`config.mk`:
```
export PLATFORM = sky130hd
export DESIGN_NAME = mult_accum_4bit
export DESIGN_NICKNAME = d
export VERILOG_FILES = /design/src/rtl/mult_accum_pkg.sv /design/src/rtl/Wallace_Mult_4bit.sv /design/src/rtl/mult_accum_4bit.sv
export SDC_FILE = /design/constraint.sdc
export NUM_CORES = 1
export LEC_CHECK = 0
export ABC_AREA = 1
export CORE_MARGIN = 4
export CORE_UTILIZATION = 50
export DETAILED_ROUTE_END_ITERATION = 16
export HOLD_SLACK_MARGIN = 0.12
export PLACE_DENSITY = 0.76
export REMOVE_ABC_BUFFERS = 1
export SETUP_SLACK_MARGIN = 0.05
export SLEW_MARGIN = 20
export SYNTH_ARGS = -nofsm -noshare
export SYNTH_HDL_FRONTEND = slang
export SYNTH_SLANG_ARGS = --single-unit
```
`constraint.sdc`:
```
create_clock -name clk -period 6 [get_ports clk]
set_clock_uncertainty 0.1 [all_clocks]
set_input_delay 1.5 -clock clk [delete_from_list [all_inputs] [get_ports clk]]
set_output_delay 1.5 -clock clk [all_outputs]
set_load 0.05 [all_outputs]
```
`src/rtl/mult_accum_pkg.sv`:
```
// rtl/mult_accum_pkg.sv - shared state encoding and constants for mult_accum_4bit
// Contents: state_t (ACCUM/DONE), default parameter values, largest 4x4 product.
package mult_accum_pkg;

    typedef enum logic {
        ACCUM = 1'b0,
        DONE  = 1'b1
    } state_t;

    localparam int N_TERMS_DEF = 4;
    localparam int ACC_W_DEF   = 12;
    localparam int PROD_MAX    = 225;

endpackage

```
`src/rtl/Wallace_Mult_4bit.sv`:
```
// rtl/Wallace_Mult_4bit.sv - combinational 4x4 unsigned Wallace-tree multiplier
// Ports: a, b (4-bit unsigned operands) -> p (8-bit product).
module Wallace_Mult_4bit (
    input  logic [3:0] a,
    input  logic [3:0] b,
    output logic [7:0] p
);

    // {carry, sum} of a half adder and a full adder
    function automatic logic [1:0] ha(input logic x, input logic y);
        return {1'b0, x} + {1'b0, y};
    endfunction

    function automatic logic [1:0] fa(input logic x, input logic y, input logic z);
        return {1'b0, x} + {1'b0, y} + {1'b0, z};
    endfunction

    // pp[i][j] = b[i] & a[j], weight i+j
    logic [3:0][3:0] pp;
    always_comb begin
        pp = '0;
        for (int i = 0; i < 4; i++) begin
            for (int j = 0; j < 4; j++) begin
                pp[i][j] = b[i] & a[j];
            end
        end
    end

    // First layer: reduces column heights 1,2,3,4,3,2,1
    logic s1_1, c1_1, s1_2, c1_2, s1_3, c1_3, s1_4, c1_4, s1_5, c1_5;
    assign {c1_1, s1_1} = ha(pp[0][1], pp[1][0]);
    assign {c1_2, s1_2} = fa(pp[0][2], pp[1][1], pp[2][0]);
    assign {c1_3, s1_3} = fa(pp[0][3], pp[1][2], pp[2][1]);
    assign {c1_4, s1_4} = fa(pp[1][3], pp[2][2], pp[3][1]);
    assign {c1_5, s1_5} = ha(pp[2][3], pp[3][2]);

    // Second layer: brings every column down to at most two bits
    logic s2_3, c2_3, s2_4, c2_4, s2_5, c2_5, s2_6, c2_6;
    assign {c2_3, s2_3} = fa(c1_2, s1_3, pp[3][0]);
    assign {c2_4, s2_4} = ha(c1_3, s1_4);
    assign {c2_5, s2_5} = ha(c1_4, s1_5);
    assign {c2_6, s2_6} = ha(c1_5, pp[3][3]);

    // Final carry-propagate add of the two remaining rows
    logic [7:0] row_x, row_y;
    assign row_x = {c2_6, s2_6, s2_5, s2_4, s2_3, s1_2, s1_1, pp[0][0]};
    assign row_y = {1'b0, c2_5, c2_4, c2_3, 1'b0, c1_1, 2'b00};
    assign p     = row_x + row_y;

endmodule

```
`src/rtl/mult_accum_4bit.sv`:
```
// rtl/mult_accum_4bit.sv - accumulates N_TERMS products a*b and hands the sum over with valid/ready
// Ports: clk; rst (sync, active-high); clr (sync abort of current accumulation);
//        a, b, in_valid -> in_ready (operand input); acc, ovf, out_valid <- out_ready (result).
// Build option: MULT_ACCUM_SATURATE_EN clamps acc at 2^ACC_W-1 on overflow; otherwise acc wraps.
module mult_accum_4bit
    import mult_accum_pkg::*;
#(
    parameter int N_TERMS = N_TERMS_DEF,
    parameter int ACC_W   = ACC_W_DEF
) (
    input  logic             clk,
    input  logic             rst,
    input  logic             clr,
    input  logic [3:0]       a,
    input  logic [3:0]       b,
    input  logic             in_valid,
    output logic             in_ready,
    output logic [ACC_W-1:0] acc,
    output logic             ovf,
    output logic             out_valid,
    input  logic             out_ready
);

    localparam int               CNT_W    = $clog2(N_TERMS + 1);
    localparam int               PROD_W   = $clog2(PROD_MAX + 1);
    localparam logic [CNT_W-1:0] LAST_CNT = CNT_W'(N_TERMS - 1);

    state_t            state;
    logic [CNT_W-1:0]  cnt;
    logic [PROD_W-1:0] prod;
    logic [ACC_W:0]    sum;
    logic              sum_ovf;
    logic [ACC_W-1:0]  next_acc;

    Wallace_Mult_4bit u_mult (
        .a (a),
        .b (b),
        .p (prod)
    );

    // Handshake flags are straight decodes of the state flop
    assign in_ready  = (state == ACCUM);
    assign out_valid = (state == DONE);

    // One extra bit catches the carry out of the accumulator
    assign sum     = {1'b0, acc} + {{(ACC_W + 1 - PROD_W){1'b0}}, prod};
    assign sum_ovf = sum[ACC_W];

`ifdef MULT_ACCUM_SATURATE_EN
    // Once clamped, any non-zero product overflows again, so acc stays pinned
    assign next_acc = sum_ovf ? {ACC_W{1'b1}} : sum[ACC_W-1:0];
`else
    assign next_acc = sum[ACC_W-1:0];
`endif

    // rst and clr have the same effect and both override any handshake
    always_ff @(posedge clk) begin
        if (rst || clr) begin
            state <= ACCUM;
            acc   <= '0;
            ovf   <= 1'b0;
            cnt   <= '0;
        end else begin
            case (state)
                ACCUM: begin
                    if (in_valid) begin
                        acc <= next_acc;
                        ovf <= ovf | sum_ovf;
                        cnt <= cnt + CNT_W'(1);
                        if (cnt == LAST_CNT) begin
                            state <= DONE;
                        end
                    end
                end
                DONE: begin
                    // in_valid is ignored here, giving a one-cycle bubble on exit
                    if (out_ready) begin
                        state <= ACCUM;
                        acc   <= '0;
                        ovf   <= 1'b0;
                        cnt   <= '0;
                    end
                end
                default: state <= ACCUM;
            endcase
        end
    end

endmodule

```
# Yosys cells after proc, flatten, opt, wreduce, memory -nomap -nowiden
# Index checks and enable logic that the tools add are counted.
# W data, S select, Z words.
word_totals:
  ff_bits: 17
  in_bits: 13
  output_inout_bits: 15
  wordCells: 56
classes:
  addsub: 16
  bitwise_logic: 18
  n_mux: 13
  n_reduce_logical: 2
  n_eq_ne: 3
ops:
  columns: ["operator", "count"]
  rows:
  - ["$mux W12", 2]
  - ["$pmux W12 S2", 1]
  - ["$add A1 B1 Y2", 9]
  - ["$and A1 B1 Y1", 16]
  - ["$add A12 B8 Y13", 1]
  - ["$add A2 B1 Y2", 4]
  - ["$add A8 B7 Y8", 1]
  - ["$mux W3", 2]
  - ["$pmux W3 S2", 1]
  - ["$mux W1", 5]
  - ["$ne A2 B2 Y1 const B", 2]
  - ["$pmux W1 S2", 2]
  - ["$add A3 B1 Y3 const B", 1]
  - ["$eq A3 B2 Y1 const B", 1]
  - ["$reduce_and A2 Y1", 1]
  - ["$logic_or A1 B1 Y1", 1]
  - ["$not A1 Y1", 1]
  - ["$or A1 B1 Y1", 1]

# Longest topological paths before layout
# Gate-level depths: netlist of the first run.
depth:
  ltp_word: 10
  ltp_mapped: 20
  ltp_nobuf: 20

# By module
# From an unflattened synthesis of the first run, not the netlist that was laid out.
hier_totals:
  cells_unflattened: 229
  hier_area_um2: 1552.7
by_module_without_submodules:
  columns: ["module", "area_each_um2", "cells_per_inst", "n_inst", "seq_area_each_um2"]
  rows:
  - ["mult_accum_4bit", 1108.6, 159, 1, 340.3]
  - ["Wallace_Mult_4bit", 444.2, 70, 1, 0.0]

# Least setup slack after synthesis of the first run
# OpenSTA, ideal clock, no wires.
synth_timing:
  path_type: "in2reg"
  start: "in b[0]"
  end: "reg acc[11]"
  t_required_ns: 5.783
  slack_ns: 1.487
  n_path_buf: 0
  path_stages: 19
  setup_ns: 0.117
  arrival_time_ns: 4.296
  cell_sequence: "nand2_1 > inv_1 > fa_1 > fa_1 > ha_1 > nand2_1 > o21ai_0 > nand2_1 > nand2_1 > nand2_1 > nand2_1 > xor2_1 > ha_1 > nand2_1 > inv_1 > a21boi_0 > nand3_1 > a21oi_1 > nor2_1"
synth_between:
  elab_chain_cells: 9
  elab_cells_between_ends: 16
  cone_classes: "add/sub (10); mux (2); bitwise (4)"
synth_rtl:
  columns: ["element", "line_no", "source"]
  rows:
  - ["start, declared", "mult_accum_4bit.sv:15", "input logic [3:0] b,"]
  - ["$and A1 B1 Y1", "Wallace_Mult_4bit.sv:24", "pp[i][j] = b[i] & a[j];"]
  - ["$add A1 B1 Y2", "Wallace_Mult_4bit.sv:15", "return {1'b0, x} + {1'b0, y} + {1'b0, z};"]
  - ["$add A2 B1 Y2", "Wallace_Mult_4bit.sv:15", null]
  - ["$add A1 B1 Y2", "Wallace_Mult_4bit.sv:15", null]
  - ["$add A2 B1 Y2", "Wallace_Mult_4bit.sv:15", null]
  - ["$add A8 B7 Y8 (*)", "Wallace_Mult_4bit.sv:48", "assign p = row_x + row_y;"]
  - ["$add A12 B8 Y13 (*)", "mult_accum_4bit.sv:46", "assign sum = {1'b0, acc} + {{(ACC_W + 1 - PROD_W){1'b0}}, prod};"]
  - ["$mux W12 (*)", "mult_accum_4bit.sv:66", "if (in_valid) begin"]
  - ["$pmux W12 S2 (*)", "mult_accum_4bit.sv:64", "case (state)"]
  - ["end signal, assigned", "mult_accum_4bit.sv:67", "acc <= next_acc;"]
  - ["end, declared", "mult_accum_4bit.sv:18", "output logic [ACC_W-1:0] acc,"]
# Every way passes the cells marked *; elsewhere a longest branch is shown, timed or not. The select of a mux whose other input is x is not followed.
# A chain may end at the register's enable or synchronous reset.

# Final worst setup path of the first run
layout_timing:
  start: "in b[2]"
  end: "reg acc[11]"
layout_between:
  elab_chain_cells: 8
  elab_cells_between_ends: 18
  cone_classes: "add/sub (12); mux (2); bitwise (4)"
layout_rtl:
  columns: ["element", "line_no"]
  rows:
  - ["$and A1 B1 Y1", "Wallace_Mult_4bit.sv:24"]
  - ["$add A2 B1 Y2 or $add A1 B1 Y2 (tied branches)", "Wallace_Mult_4bit.sv:15"]
  - ["$add A1 B1 Y2 or $add A2 B1 Y2 (tied branches)", "Wallace_Mult_4bit.sv:15"]
  - ["$add A2 B1 Y2 or $add A1 B1 Y2 (tied branches)", "Wallace_Mult_4bit.sv:15, Wallace_Mult_4bit.sv:11"]
  - ["$add A8 B7 Y8 (*)", "Wallace_Mult_4bit.sv:48"]
  - ["$add A12 B8 Y13 (*)", "mult_accum_4bit.sv:46"]
  - ["$mux W12 (*)", "mult_accum_4bit.sv:66"]
  - ["$pmux W12 S2 (*)", "mult_accum_4bit.sv:64"]
# Marks and branches as above.

==> flow_summary.json, run 1 <==
{
  "worstSetupPathType": "in2reg",
  "hold_buffers": 0,
  "synth_edf_count": 0,
  "crit_top_cell": "nand2_1",
  "die_w_um": 64.0,
  "drv_slew": 0,
  "final_cell_mix": "nand2_1 (73), inv_1 (46), clkdlybuf4s50_1 (27), ha_1 (22), a21oi_1 (21)",
  "gp_congestion": 0.883,
  "cts_made_buffers": 3,
  "drive_above_1_share_pct": 2.97,
  "relSlewSlack_pct": 55.6,
  "port_buffers": 27,
  "num_io_pins": 28,
  "postRouteAntennaNets": 0,
  "synthesis.area_um2": 1570,
  "ys_ff_latch": 17,
  "insertedDiodeCount": 0,
  "endpoint_kind": "flip-flop",
  "combinationalPowerShare_pct": 43.0,
  "startpoint": "b[2]",
  "clkPwrFrac_pct": 19.8,
  "power.net_switching_uw": 125,
  "worstPathArrival_ns": 5.12,
  "grt_overflow": 0,
  "r2r-start": "acc[0]",
  "setup_violations": 0,
  "cts_tree": "yes",
  "p_int_uw": 197,
  "post_cts_buffers": 0,
  "path_buf_inv": 3,
  "hold_start": "ovf",
  "drc": 0,
  "fin_util_pct": 63.1,
  "seq_power_share_pct": 37.1,
  "hp-class": "reg2reg",
  "via_per_inst": 4.81,
  "grt_max_degree": 13,
  "dp.final_hpwl_um": 2790,
  "fp.dieArea_um2": 4100,
  "start_util_pct": 51.9,
  "required_ns": 6.10,
  "syn_area_per_cell_um2": 6.57,
  "cts.clk_slew.worst_paths_ns": 0.10,
  "worst_pin_slew_ns": 0.665,
  "ys.flop_type": "dfxtp_1",
  "max_freq_mhz": 199,
  "crit_family": "adder cells",
  "rsz0062_at_grt": "no",
  "setup_tns_ns": 0,
  "worstSetupStartpointType": "primary input",
  "worstPathCellList": "clkdlybuf4s50_1 -> nand2_1 -> inv_1 -> fa_1 -> fa_1 -> ha_1 -> nand2_1 -> o21ai_0 -> nand2_1 -> nand2_1 -> nand2_1 -> nand2_1 -> xor2_1 -> ha_1 -> nand2_1 -> inv_1 -> a21boi_0 -> nand3_1 -> a21oi_1 -> nor2_1",
  "root_buffer": "clkbuf_4",
  "leakagePower_uw": 0.000991,
  "status": "completed",
  "fin_nets": 310,
  "powerDensity_nw_per_um2": 168,
  "ys_async_sr_fraction_pct": 0,
  "die_h_um": 64.0,
  "clk_latency_ns": 0.29,
  "hold_viol_final": 0,
  "grt_antenna_before_repair": 0,
  "slowest_stage": "clkdlybuf4s50_1",
  "grt_pass1_vias": 1427,
  "layout_commonest_cell": "nand2_1",
  "fin_crit_sh_pct": 83.7,
  "drt_pre_antenna_iters": 4,
  "path_max_fanout": 4,
  "vdd_drop_max_mv": 0.0940,
  "area_delta_synth_final_pct": 21.7,
  "yosys.cell_types.count": 22,
  "max_stage_delay_ns": 0.53,
  "vias": 1504,
  "syn_inst": 239,
  "rows": 20,
  "swShare_pct": 38.8,
  "cts_sinks": 17,
  "drv_cap": 0,
  "grt_usage_pct": 17.9,
  "clk_path_buf_depth": 2,
  "grt_first_pass_wirelength_um": 5950,
  "avgRoutedWirePerCell_um": 10.7,
  "core_area_um2": 3030,
  "yosysSeqAreaShare_pct": 21.7,
  "cts.repair.resized": 0,
  "routed_wl_um": 3340,
  "period_needed_ns": 5.02,
  "drt_iter0_drc": 69,
  "h-tree-depth": 1,
  "yosysWarnings": 0
}
worst min-delay path: cells and delay by family, from the launching register on:
family / cells / cell delay [ns]
AOI/OAI and AO/OA: 1 / 0.06
buffers and inverters: 1 / 0.04
DFF: 1 / 0.32
power by group through the flow:
stage	Sequential, uW	Clock (uW)	Combinational (uW)
2_1_floorplan	133	0	89.4
3_3_place_gp	122	0	135
3_5_place_dp	122	0	139
4_1_cts	120	65.3	139
5_1_grt	120	69.7	157
6_report	119	63.8	138
layout make-up:
type / instances / area, um2
clock buffer: 4 / 26.3
fill: 284 / 1120
inverter: 48 / 183
multi-input combinational: 173 / 1040
sequential: 17 / 340
tap: 44 / 55.1
timing repair buffer: 27 / 270
cell usage after synthesis (all sizes together) (2+ instances only):
cell / n / area (um2)
or2: 2 / 12.5
a21oi: 22 / 114
o22ai: 2 / 12.5
ha: 22 / 275
fa: 5 / 100
xor2: 4 / 35.0
inv: 47 / 179
dfxtp: 17 / 340
nand2: 73 / 274
nor2: 17 / 71.3
nand3b: 2 / 15.0
o21ai: 4 / 20.0
nand3: 16 / 80.1
routing by layer:
layer  up-vias  track usage, %  share of wire (%)
met5         -               0                  0
met4         0            2.43               0.39
met3         4            3.87                3.5
met2        19            30.1                 48
met1       675            24.0                 48
li1        806               -                  -
path summary, 6_finish.rpt:
path,endpoint,slack (ns),cells past startpoint
hold reg to reg,ovf,0.36,2
setup reg to reg,acc[10],4.08,10
hold / removal,ovf,0.36,2
setup / recovery,acc[11],0.98,20
state kept, by name, indices dropped and copies added, names as in the netlist:
name       flops
acc           12
cnt            3
out_valid      1
ovf            1
cell families after synthesis:
| logic type | count (synthesis) | synth area share [%] |
|---|---|---|
| buf+inv | 49 | 12.4 |
| xor+xnor | 4 | 2.23 |
| fa+ha+maj | 27 | 23.9 |
| compound gates | 30 | 10.3 |
| simple gates | 112 | 29.6 |
| flops | 17 | 21.7 |
stage by stage:
step	total power [uW]	instance area, um2	setup WS, ns	cells	hold WS, ns
after floorplan	222	1560	1.49	238	0.332
after global placement	257	1880	0.800	309	0.341
after detailed placement	261	1880	0.678	309	0.349
after CTS	324	1910	0.976	313	0.365
after global routing	347	1910	0.583	313	0.396
final	321	1910	0.975	313	0.361
No activity file was read; power rests on OpenSTA's default activity.
==> inputs of run 2 (changes only) <==
==> constraint.sdc (replaced) <==
create_clock -name clk -period 4.9 [get_ports clk]
set_clock_uncertainty 0.1 [all_clocks]
set_input_delay 1.225 -clock clk [delete_from_list [all_inputs] [get_ports clk]]
set_output_delay 1.225 -clock clk [all_outputs]
set_load 0.05 [all_outputs]
==> flow_summary.json, run 2 (synthesized netlist as in run 1, its figures left out) <==
{
  "worst_pin_slew_ns": 0.674,
  "clk_latency_ns": 0.30,
  "grt_antenna_before_repair": 0,
  "grt_usage_pct": 17.6,
  "reg2reg_slack_ns": 2.96,
  "rows": 20,
  "grt_max_degree": 13,
  "layout_commonest_cell": "nand2_1",
  "required_ns": 5.01,
  "powerDensity_nw_per_um2": 206,
  "seqCellArea_um2": 340,
  "drc": 0,
  "h-tree-depth": 1,
  "core_area_um2": 3030,
  "gp_congestion": 0.879,
  "cts_tree": "yes",
  "regMostFlops": "acc",
  "fin_area_um2": 1930,
  "clk_path_buf_depth": 2,
  "port_buffers": 27,
  "cts_made_buffers": 3,
  "grt_first_pass_wirelength_um": 5910,
  "power.net_switching_uw": 154,
  "drv_slew": 0,
  "cts_sinks": 17,
  "num_io_pins": 28,
  "grt_overflow": 0,
  "fp.dieArea_um2": 4100,
  "area_delta_synth_final_pct": 23.1,
  "reg2reg_to": "ovf",
  "clkPwrFrac_pct": 19.3,
  "die_w_um": 64.0,
  "reg_top3": "acc x12, cnt x3",
  "largest_reg_flops": 12,
  "avgRoutedWirePerCell_um": 10.5,
  "drv_cap": 0,
  "postRouteAntennaNets": 0,
  "vias": 1521,
  "r2r-start": "acc[0]",
  "relSlewSlack_pct": 55.1,
  "post_cts_buffers": 0,
  "max_freq_mhz": 220,
  "fin_crit_sh_pct": 93.0,
  "p_int_uw": 245,
  "drt_pre_antenna_iters": 4,
  "hp-class": "reg2reg",
  "final_cell_mix": "nand2_1 (73), inv_1 (46), clkdlybuf4s50_1 (27), ha_1 (22), a21oi_1 (21)",
  "multi_input_area_um2": 1040,
  "drt_iter0_drc": 67,
  "die_h_um": 64.0,
  "root_buffer": "clkbuf_4",
  "cts.clk_slew.worst_paths_ns": 0.10,
  "grt_pass1_vias": 1436,
  "worstSetupPathType": "in2reg",
  "hold_slack_ns": 0.359,
  "insertedDiodeCount": 0,
  "rsz0062_at_grt": "no",
  "endpoint_kind": "flip-flop",
  "rr_worst_depth": 10,
  "worstPathArrival_ns": 4.66,
  "hold_viol_final": 0,
  "combinationalPowerShare_pct": 44.0,
  "worstSetupStartpointType": "primary input",
  "hold-path-cell-count": 1,
  "start_util_pct": 51.9,
  "vdd_drop_max_mv": 0.161,
  "dp.final_hpwl_um": 2750,
  "seq_power_share_pct": 36.7,
  "path_max_fanout": 4,
  "fin_nets": 313,
  "swShare_pct": 38.6,
  "setup_violations": 0,
  "drive_above_1_share_pct": 4.04,
  "via_per_inst": 4.81,
  "period_needed_ns": 4.56,
  "fill_cells": 298,
  "min_to": "cnt[0]",
  "status": "completed",
  "hold_start": "cnt[0]",
  "dpl-instance-area_um2": 1910,
  "routed_wl_um": 3320,
  "leakagePower_uw": 0.00101
}
-- run 2: routing by layer --
metal	global-route usage [%]	vias to the layer above	part of all wire, %
met5	0	-	0
met4	4.04	0	0.75
met3	3.87	4	3.0
met2	29.0	21	47
met1	23.3	683	50
li1	-	813	-
-- run 2: worst max-delay path, stage by stage --
cell             delay [ns]
clkdlybuf4s50_1        0.54
nand2_1                0.11
fa_1                   0.55
inv_1                  0.04
ha_1                   0.28
ha_1                   0.29
nand2_1                0.05
o21ai_1                0.15
nand2_1                0.07
nand2_1                0.06
nand2_1                0.04
nand2_1                0.06
xor2_1                 0.21
ha_1                   0.28
nand2_1                0.09
inv_1                  0.04
a21boi_0               0.17
nand3_1                0.17
a21oi_1                0.17
nor2_1                 0.06
-- run 2: worst max path at each step --
stage	start	endpoint	slack, ns	depth (start not counted)
floorplan	b[0]	acc[11]	0.66	19
global placement	b[0]	acc[11]	0.06	20
detailed placement	b[1]	acc[11]	-0.03	20
CTS	b[1]	acc[11]	0.28	20
global route	b[2]	acc[11]	0.06	20
finish	b[1]	acc[11]	0.34	20
-- run 2: cell type report --
type                    instances  area share [%]
clock buffers                   4            1.36
well taps                      44            2.85
inverters                      48            9.45
flip-flops and latches         17            17.6
repair buffers                 30            15.1
multi-input cells             173            53.6
-- run 2: power groups by stage --
stage / clock network [uW] / logic, uW / registers [uW]
after floorplan: 0 / 109 / 162
final: 77.1 / 176 / 146
after CTS: 79.2 / 176 / 146
after detailed placement: 0 / 175 / 150
after global placement: 0 / 170 / 149
after global routing: 82.8 / 201 / 147
-- run 2: through the flow --
step / std cells / setup TNS (ns) / setup WS, ns / total power, uW / util (%)
global route: 316 / 0 / 0.0598 / 430 / 63.8
finish: 316 / 0 / 0.344 / 399 / 63.8
detailed placement: 312 / -0.0324 / -0.0292 / 324 / 63.0
CTS: 316 / 0 / 0.283 / 402 / 63.8
floorplan: 238 / 0 / 0.662 / 272 / -
global placement: 312 / 0 / 0.0616 / 320 / 63.0
-- run 2: what timing repair did --
item	4_1_cts	5_1_grt
endpoints found under the setup margin	0	2
hold buffers	0	0
gates resized for setup	0	1
==> inputs of run 3 (changes only) <==
--- a/config.mk
+++ b/config.mk
@@ -10,9 +10,9 @@
 export CORE_UTILIZATION = 50
 export DETAILED_ROUTE_END_ITERATION = 16
 export HOLD_SLACK_MARGIN = 0.12
+export MAX_ROUTING_LAYER = met4
 export PLACE_DENSITY = 0.76
 export REMOVE_ABC_BUFFERS = 1
-export SETUP_SLACK_MARGIN = 0.05
 export SLEW_MARGIN = 20
 export SYNTH_ARGS = -nofsm -noshare
 export SYNTH_HDL_FRONTEND = slang
==> flow_summary.json, run 3 (synthesized netlist as in run 1, its figures left out) <==
{
  "num_io_pins": 28,
  "slowest_stage": "fa_1",
  "vias": 1521,
  "leakagePower_uw": 0.00101,
  "max_stage_delay_ns": 0.55,
  "rows": 20,
  "fin_util_pct": 63.8,
  "grt_first_pass_wirelength_um": 5920,
  "setup_violations": 0,
  "hold_slack_ns": 0.359,
  "path_max_fanout": 4,
  "worstPathCellList": "clkdlybuf4s50_1 -> nand2_1 -> fa_1 -> inv_1 -> ha_1 -> ha_1 -> nand2_1 -> o21ai_1 -> nand2_1 -> nand2_1 -> nand2_1 -> nand2_1 -> xor2_1 -> ha_1 -> nand2_1 -> inv_1 -> a21boi_0 -> nand3_1 -> a21oi_1 -> nor2_1",
  "insertedDiodeCount": 0,
  "start_util_pct": 51.9,
  "worstSetupPathType": "in2reg",
  "drive_above_1_share_pct": 4.04,
  "fin_crit_sh_pct": 93.0,
  "post-place-ws_ns": -0.0292,
  "clk_latency_ns": 0.30,
  "final_cell_mix": "nand2_1 (73), inv_1 (46), clkdlybuf4s50_1 (27), ha_1 (22), a21oi_1 (21)",
  "h-tree-depth": 1,
  "die_h_um": 64.0,
  "grt_pass1_vias": 1436,
  "clk_path_buf_depth": 2,
  "setup_tns_ns": 0,
  "root_buffer": "clkbuf_4",
  "cts_made_buffers": 3,
  "layout_commonest_cell": "nand2_1",
  "powerDensity_nw_per_um2": 206,
  "grt_usage_pct": 18.1,
  "period_needed_ns": 4.56,
  "regMostFlops": "acc",
  "post_cts_buffers": 0,
  "worstSetupStartpointType": "primary input",
  "largest_reg_flops": 12,
  "fill_cells": 298,
  "grt_max_degree": 13,
  "worst_pin_slew_ns": 0.674,
  "via_per_inst": 4.81,
  "postRouteAntennaNets": 0,
  "crit_top_cell": "nand2_1",
  "max_freq_mhz": 220,
  "gp_congestion": 0.893,
  "setup_slack_ns": 0.344,
  "dp.final_hpwl_um": 2750,
  "drc": 0,
  "core_area_um2": 3030,
  "status": "completed",
  "required_ns": 5.01,
  "grt_overflow": 0,
  "routed_wl_um": 3320,
  "avgRoutedWirePerCell_um": 10.5,
  "cts.clk_slew.worst_paths_ns": 0.10,
  "hold_viol_final": 0,
  "die_w_um": 64.0,
  "fin_nets": 313,
  "drt_iter0_drc": 67,
  "grt_antenna_before_repair": 0,
  "cts_tree": "yes",
  "port_buffers": 27,
  "vdd_drop_max_mv": 0.161,
  "drt_pre_antenna_iters": 4,
  "cts_sinks": 17,
  "drv_cap": 0,
  "relSlewSlack_pct": 55.1,
  "reg_top3": "acc x12, cnt x3",
  "fp.dieArea_um2": 4100,
  "worstPathArrival_ns": 4.66,
  "endpoint_kind": "flip-flop",
  "hp-class": "reg2reg",
  "layoutNonFillerInstCount": 316,
  "area_delta_synth_final_pct": 23.1,
  "placed_cells": 312,
  "drv_slew": 0,
  "rsz0062_at_grt": "no"
}
## run 3: final timing paths
path,endpoint,from,cells past startpoint,slack (ns)
setup reg to reg,ovf,acc[0],10,2.96
setup / recovery,acc[11],b[1],20,0.34
hold reg to reg,cnt[0],cnt[0],1,0.36
hold / removal,cnt[0],cnt[0],1,0.36
## run 3: stage by stage
stage          power, uW  area (um2)
6_report             399        1930
2_1_floorplan        272        1560
3_3_place_gp         320        1910
3_5_place_dp         324        1910
4_1_cts              402        1930
5_1_grt              430        1930
## run 3: worst max-delay path, delay by kind of cell
family / cells / cell delay [ns]
and+or+nand+nor: 9 / 0.71
xor gates and xnor gates: 1 / 0.21
buffers and inverters: 3 / 0.62
AOI/OAI and AO/OA: 3 / 0.49
adders and majority gates: 4 / 1.40
## run 3: area by class of cell
cell class / instances / area, um2 / share of cell area [%]
sequential: 17 / 340 / 17.6
tap: 44 / 55.1 / 2.85
timing repair buffer: 30 / 293 / 15.1
clock buffer: 4 / 26.3 / 1.36
multi-input combinational: 173 / 1040 / 53.6
inverter: 48 / 183 / 9.45
## run 3: timing repair
item / in CTS / in global routing
hold buffers: 0 / 0
gates resized for setup: 0 / 1
setup endpoints to repair: 0 / 2
## run 3: report_power, final
part	switching (uW)	total (uW)	leakage, uW	internal (uW)
logic	105	176	0.000853	70.6
clock network	45.4	77.1	0.0000150	31.7
registers	3.72	146	0.000138	143
## run 3: routing by layer
metal	up-vias	GRT usage [%]	wire length, um	share of wire [%]
met4	0	4.04	25	0.75
met3	4	3.87	98	3.0
met1	683	23.3	1640	50
met2	21	29.0	1550	47
li1	813	-	-	-
met5	-	-	0	0
